===== src/rtl/rr_mux_arbiter_if.sv =====
// rtl/rr_mux_arbiter_if.sv - channel and output handshake bundle for rr_mux_arbiter
//
// Parameters: WIDTH (data width), N (channel count); SEL_W is derived.
// Signals:
//   in_data   [N*WIDTH]  channel i at bits [i*WIDTH +: WIDTH]
//   in_valid  [N]        channel i presents data
//   in_ready  [N]        channel i transfers this cycle (one-hot or zero)
//   out_data  [WIDTH]    registered winning data
//   out_sel   [SEL_W]    index of the channel that produced out_data
//   out_valid            out_data/out_sel hold an untaken beat
//   out_ready            downstream accepts the beat
// Modports: slave = arbiter side, master = surrounding logic side.
interface rr_mux_arbiter_if #(
    parameter int WIDTH = 32,
    parameter int N     = 4
);
    localparam int SEL_W = (N > 1) ? $clog2(N) : 1;

    logic [N*WIDTH-1:0] in_data;
    logic [N-1:0]       in_valid;
    logic [N-1:0]       in_ready;
    logic [WIDTH-1:0]   out_data;
    logic [SEL_W-1:0]   out_sel;
    logic               out_valid;
    logic               out_ready;

    modport slave (
        input  in_data, in_valid, out_ready,
        output in_ready, out_data, out_sel, out_valid
    );

    modport master (
        output in_data, in_valid, out_ready,
        input  in_ready, out_data, out_sel, out_valid
    );
endinterface


===== src/rtl/rr_mux_arbiter.sv =====
// rtl/rr_mux_arbiter.sv - N:1 round-robin arbitrating mux with one registered output stage
//
// Ports:
//   clk    rising-edge clock
//   reset  asynchronous, active-high reset
//   bus    rr_mux_arbiter_if.slave (N request channels in, one registered beat out)
// Configuration macro: RR_MUX_FIXED_PRIO_EN
//   defined   -> scan always starts at channel 0 (lowest index wins), no pointer
//   undefined -> round-robin, pointer advances past each accepted channel
module rr_mux_arbiter #(
    parameter int WIDTH = 32,
    parameter int N     = 4
) (
    input  logic            clk,
    input  logic            reset,
    rr_mux_arbiter_if.slave bus
);
    localparam int SEL_W = (N > 1) ? $clog2(N) : 1;

    typedef enum logic {
        EMPTY = 1'b0,
        FULL  = 1'b1
    } state_t;

    state_t           state;
    state_t           state_next;
    logic             can_load;
    logic             any_valid;
    logic             accept;
    logic             found;
    logic [SEL_W-1:0] grant;
    logic [WIDTH-1:0] grant_data;
    logic [WIDTH-1:0] out_data_q;
    logic [SEL_W-1:0] out_sel_q;

`ifndef RR_MUX_FIXED_PRIO_EN
    logic [SEL_W-1:0] ptr;
`endif

    assign any_valid = |bus.in_valid;

    // Winner selection. Round-robin is done as two priority scans: first the
    // channels at or above ptr, then (if none) the whole vector from 0, which
    // covers the wrapped part ptr-1..0 without any modulo arithmetic.
    always_comb begin
        grant = '0;
        found = 1'b0;
`ifdef RR_MUX_FIXED_PRIO_EN
        for (int i = 0; i < N; i++) begin
            if (!found && bus.in_valid[i]) begin
                grant = SEL_W'(i);
                found = 1'b1;
            end
        end
`else
        for (int i = 0; i < N; i++) begin
            if (!found && bus.in_valid[i] && (SEL_W'(i) >= ptr)) begin
                grant = SEL_W'(i);
                found = 1'b1;
            end
        end
        for (int i = 0; i < N; i++) begin
            if (!found && bus.in_valid[i]) begin
                grant = SEL_W'(i);
                found = 1'b1;
            end
        end
`endif
    end

    always_comb begin
        grant_data = '0;
        for (int i = 0; i < N; i++) begin
            if (SEL_W'(i) == grant) begin
                grant_data = bus.in_data[i*WIDTH +: WIDTH];
            end
        end
    end

    // Output stage FSM, next-state half. reset gates accept so in_ready is
    // held low for the whole time reset is asserted.
    always_comb begin
        state_next = state;
        can_load   = (state == EMPTY) || bus.out_ready;
        accept     = any_valid && can_load && !reset;
        case (state)
            EMPTY: if (accept) state_next = FULL;
            FULL:  if (bus.out_ready && !accept) state_next = EMPTY;
            default: state_next = EMPTY;
        endcase
    end

    always_comb begin
        bus.in_ready = '0;
        if (accept) begin
            bus.in_ready[grant] = 1'b1;
        end
    end

    always_ff @(posedge clk or posedge reset) begin
        if (reset) begin
            state <= EMPTY;
        end else begin
            state <= state_next;
        end
    end

    always_ff @(posedge clk or posedge reset) begin
        if (reset) begin
            out_data_q <= '0;
            out_sel_q  <= '0;
        end else if (accept) begin
            out_data_q <= grant_data;
            out_sel_q  <= grant;
        end
    end

`ifndef RR_MUX_FIXED_PRIO_EN
    // Explicit wrap at N-1 keeps ptr in range when N is not a power of two.
    always_ff @(posedge clk or posedge reset) begin
        if (reset) begin
            ptr <= '0;
        end else if (accept) begin
            ptr <= (grant == SEL_W'(N - 1)) ? '0 : grant + 1'b1;
        end
    end
`endif

    assign bus.out_valid = (state == FULL);
    assign bus.out_data  = out_data_q;
    assign bus.out_sel   = out_sel_q;
endmodule


===== src/flat_wrapper.sv =====
// flat-port wrapper written by rule: the top's interface ports become plain ports
module rr_mux_arbiter_flat 
#(
    parameter int WIDTH = 32,
    parameter int N     = 4
)
  (clk, reset, bus_in_data, bus_in_valid, bus_out_ready, bus_in_ready, bus_out_data, bus_out_sel, bus_out_valid);
  rr_mux_arbiter_if #(.WIDTH(WIDTH), .N(N)) bus_i ();
  input  logic clk;
  input  logic reset;
  input wire logic [$bits(bus_i.in_data)-1:0] bus_in_data;
  input wire logic [$bits(bus_i.in_valid)-1:0] bus_in_valid;
  input wire logic [$bits(bus_i.out_ready)-1:0] bus_out_ready;
  output wire logic [$bits(bus_i.in_ready)-1:0] bus_in_ready;
  output wire logic [$bits(bus_i.out_data)-1:0] bus_out_data;
  output wire logic [$bits(bus_i.out_sel)-1:0] bus_out_sel;
  output wire logic [$bits(bus_i.out_valid)-1:0] bus_out_valid;
  assign bus_i.in_data = bus_in_data;
  assign bus_i.in_valid = bus_in_valid;
  assign bus_i.out_ready = bus_out_ready;
  assign bus_in_ready = bus_i.in_ready;
  assign bus_out_data = bus_i.out_data;
  assign bus_out_sel = bus_i.out_sel;
  assign bus_out_valid = bus_i.out_valid;
  rr_mux_arbiter #(.WIDTH(WIDTH), .N(N)) u_core (.clk(clk), .reset(reset), .bus(bus_i));
endmodule

===== config.mk =====
export PLATFORM = sky130hd
export DESIGN_NAME = rr_mux_arbiter_flat
export DESIGN_NICKNAME = d
export VERILOG_FILES = /design/src/rtl/rr_mux_arbiter_if.sv /design/src/rtl/rr_mux_arbiter.sv /design/src/flat_wrapper.sv
export SDC_FILE = /design/constraint.sdc
export NUM_CORES = 1
export LEC_CHECK = 0
export ABC_AREA = 0
export CAP_MARGIN = 5
export CELL_PAD_IN_SITES_DETAIL_PLACEMENT = 1
export CELL_PAD_IN_SITES_GLOBAL_PLACEMENT = 1
export CORE_MARGIN = 2
export CORE_UTILIZATION = 26
export DETAILED_ROUTE_END_ITERATION = 16
export PLACE_DENSITY_LB_ADDON = 0.1
export SLEW_MARGIN = 20
export SYNTH_ARGS = -nofsm -noshare
export SYNTH_HDL_FRONTEND = slang
export SYNTH_SLANG_ARGS = --single-unit
export TNS_END_PERCENT = 5

===== constraint.sdc =====
create_clock -name clk -period 4.3 [get_ports clk]
set_clock_uncertainty 0.2 [all_clocks]
set_input_delay 1.075 -clock clk [delete_from_list [all_inputs] [get_ports clk]]
set_output_delay 1.075 -clock clk [all_outputs]
set_load 0.02 [all_outputs]

==> flow_summary.yaml <==
run_status:
  status: "finished clean"
yosys:
  synth.ff_latch_count: 37
  ys_seq_area_share_pct: 37.7
  syn_inst: 293
  synthTopCellsByArea: "dfrtp_1, a221o_1, nand2b_1"
  synth.avg_cell_area_sq_um: 8.37
  syn_nets: 432
  synthDistinctLibCells: 28
  yosysTopAreaCell: "dfrtp_1"
  yosysWarnings: 0
  yosys.area.top_type_share_pct: 37.7
  synth.cell_area_sq_mm: 0.00245
run:
  cap_violations: 0
place:
  routabilityCongestion: 0.749
  io_buffers: 173
  hpwl_mm: 7.09
routing:
  drt_iter0_drc: 111
  drtAntennaViolNets: 0
  wl_per_cell_um: 17.2
  post-route-drc-count: 0
  vias: 2868
  dr.pass1.iters: 4
  wirelength_mm: 9.83
  via_per_inst: 5.02
sta:
  period_share_pct: 97.5
  fin_hold_ws_ps: 333
  grt_setup_unrepaired: "no"
  max_slew_margin_pct: 45.4
  tightestPinTransition_ps: 819
  fmax_mhz: 239
  finalHoldViolations: 0
  fin_crit_ps: 4190
  setup_viol: 0
  slew_viol_final: 0
worst_setup_path:
  crit_chain: "clkdlybuf4s50_1 -> buf_4 -> nand2b_1 -> a21oi_1 -> nor3_2 -> buf_4 -> inv_1 -> ha_1 -> and2_1 -> clkdlybuf4s15_1"
  crit_fanout: 4
  cp.arrival_ps: 2920
  worst-path-buf-inv: 5
  worst_setup_path_end_kind: "output pin"
  crit_path_frequent_cell: "buf_4"
  cp.required_ps: 3020
  max_stage_delay_ps: 450
  worst_path_dominant_cell_family: "buffers and inverters"
  slowest_stage: "clkdlybuf4s50_1"
  critical_path_class: "input port to output pin"
  startpoint_type: "input port"
cts:
  clk_pin_slew_ps: 70
  root_buffer: "clkbuf_8"
  numCtsBuffers: 5
  clock_latency_ps: 280
  cts_tree: "built"
  cts.sinks: 37
  cts_setup_buffers: 0
  cts_hold_buf: 0
  cts-htree-levels: 2
  cts_buffer_depth: 2
floorplanning:
  start_util_pct: 26.7
  rows: 35
  die_w_um: 101
  core_sq_mm: 0.00920
  top_level_ports: 174
  die_area_sq_mm: 0.0102
  die_h_um: 101
global_routing:
  antenna_found_initial: 0
  grt_max_degree: 70
  grtUsageTotal_pct: 19.0
  grt_first_pass_wirelength_mm: 15.3
  grt.busiest_layer: "met2"
  grt_pass1_vias: 2886
  grt_util_met3_pct: 6.35
  grt.met2_usage_pct: 32.4
  met1_usage_pct: 23.7
  gr-total-overflow: 0
cells_and_area:
  layout_commonest_cell: "clkdlybuf4s50_1"
  n_antenna_cell: 0
  layout_common_cells: "clkdlybuf4s50_1, dfrtp_1, nand2b_1, nand2_1, nor2_1"
  n_fill_cell: 1108
  area_delta_synth_final_pct: 78.7
  num-nets-final: 599
  layout-drive-gt1-share_pct: 6.74
power_and_ir_drop:
  powerDensity_mw_per_mm2: 563
  power.leakage_nw: 1.70
  power.total_mw: 2.47
  vdd_drop_max_uv: 444
min_path:
  hp-class: "flop to flop"
[registers in the layout, summed over array words and instances, names as in the netlist]
signal	cells
u_core.bus.out_data	32
u_core.bus.out_sel	2
u_core.bus.out_valid	1
u_core.ptr	2
[metrics by stage]
step	setup TNS, ps	area, sq um	utilization, %	setup WS [ps]	cells
floorplan	0	2450	-	46.0	293
global placement	-383	4310	46.8	-172	564
detailed placement	-663	4310	46.8	-262	564
CTS	0	4390	47.7	35.5	571
global route	0	4390	47.7	15.2	571
finish	0	4390	47.7	109	571
[power by group]
part           internal [mW]  switching (mW)  total, mW
Combinational          0.770           0.850       1.62
Clock                  0.127           0.120      0.248
Sequential             0.512          0.0891      0.601
Total                   1.41            1.06       2.47
[path summary, 6_finish.rpt]
kind	slack, ps	cells past startpoint	to	startpoint
min reg2reg	330	1	u_core.bus.out_sel[0]$_DFFE_PP0P_	u_core.bus.out_sel[0]$_DFFE_PP0P_
min in group asynchronous	1240	2	u_core.bus.out_valid$_DFF_PP0_	reset
min	330	1	u_core.bus.out_sel[0]$_DFFE_PP0P_	u_core.bus.out_sel[0]$_DFFE_PP0P_
max reg2reg	1560	10	u_core.bus.out_data[6]$_DFFE_PP0P_	u_core.ptr[1]$_DFFE_PP0P_
max	110	10	bus_in_ready[0]	bus_in_valid[0]
max in group asynchronous	2130	2	u_core.bus.out_data[24]$_DFFE_PP0P_	reset
[kinds of logic after synthesis]
family	count (synthesis)	share of synthesized area, %
and+or+nand+nor	141	28.9
muxes	3	1.38
adders and majority gates	4	2.04
AOI/OAI and AO/OA	74	23.6
buffers and inverters	34	6.37
DFF	37	37.7
[metal layers]
layer,up-vias,wire length [um]
li1,1396,-
met1,1363,4280
met2,103,4570
met3,6,897
met4,0,80
met5,-,0
[final cells by class]
class | instances | area, sq um | area share (%)
clock buffers | 7 | 86.3 | 1.97
flip-flops and latches | 37 | 926 | 21.1
multi-input cells | 222 | 1370 | 31.3
repair buffers | 188 | 1840 | 41.9
well taps | 111 | 139 | 3.17
inverters | 6 | 22.5 | 0.514
[cells in the mapped netlist]
cell type  number
dfrtp_1        37
nand2_1        33
nand2b_1       33
nor2_1         33
a221o_1        31
a31oi_1        31
nand3_1        31
clkbuf_1       13
buf_2          11
a21oi_1         6
inv_1           6
ha_1            4
and2_1          3
mux2_2          3
nor2b_1         3
buf_1           2
buf_6           2
a22oi_1         1
nor2b_2         1
nor3_2          1
nor3_4          1
nor4_1          1
nor4_4          1
o21a_1          1
o21ai_0         1
o21bai_1        1
o22ai_1         1
o32a_1          1
[repair_timing]
action	in CTS	in global routing
resized for setup	4	5
endpoints found under the hold margin	0	0
pin swaps	0	1
setup endpoints to repair	4	3
No activity file was read; power rests on OpenSTA's default activity.
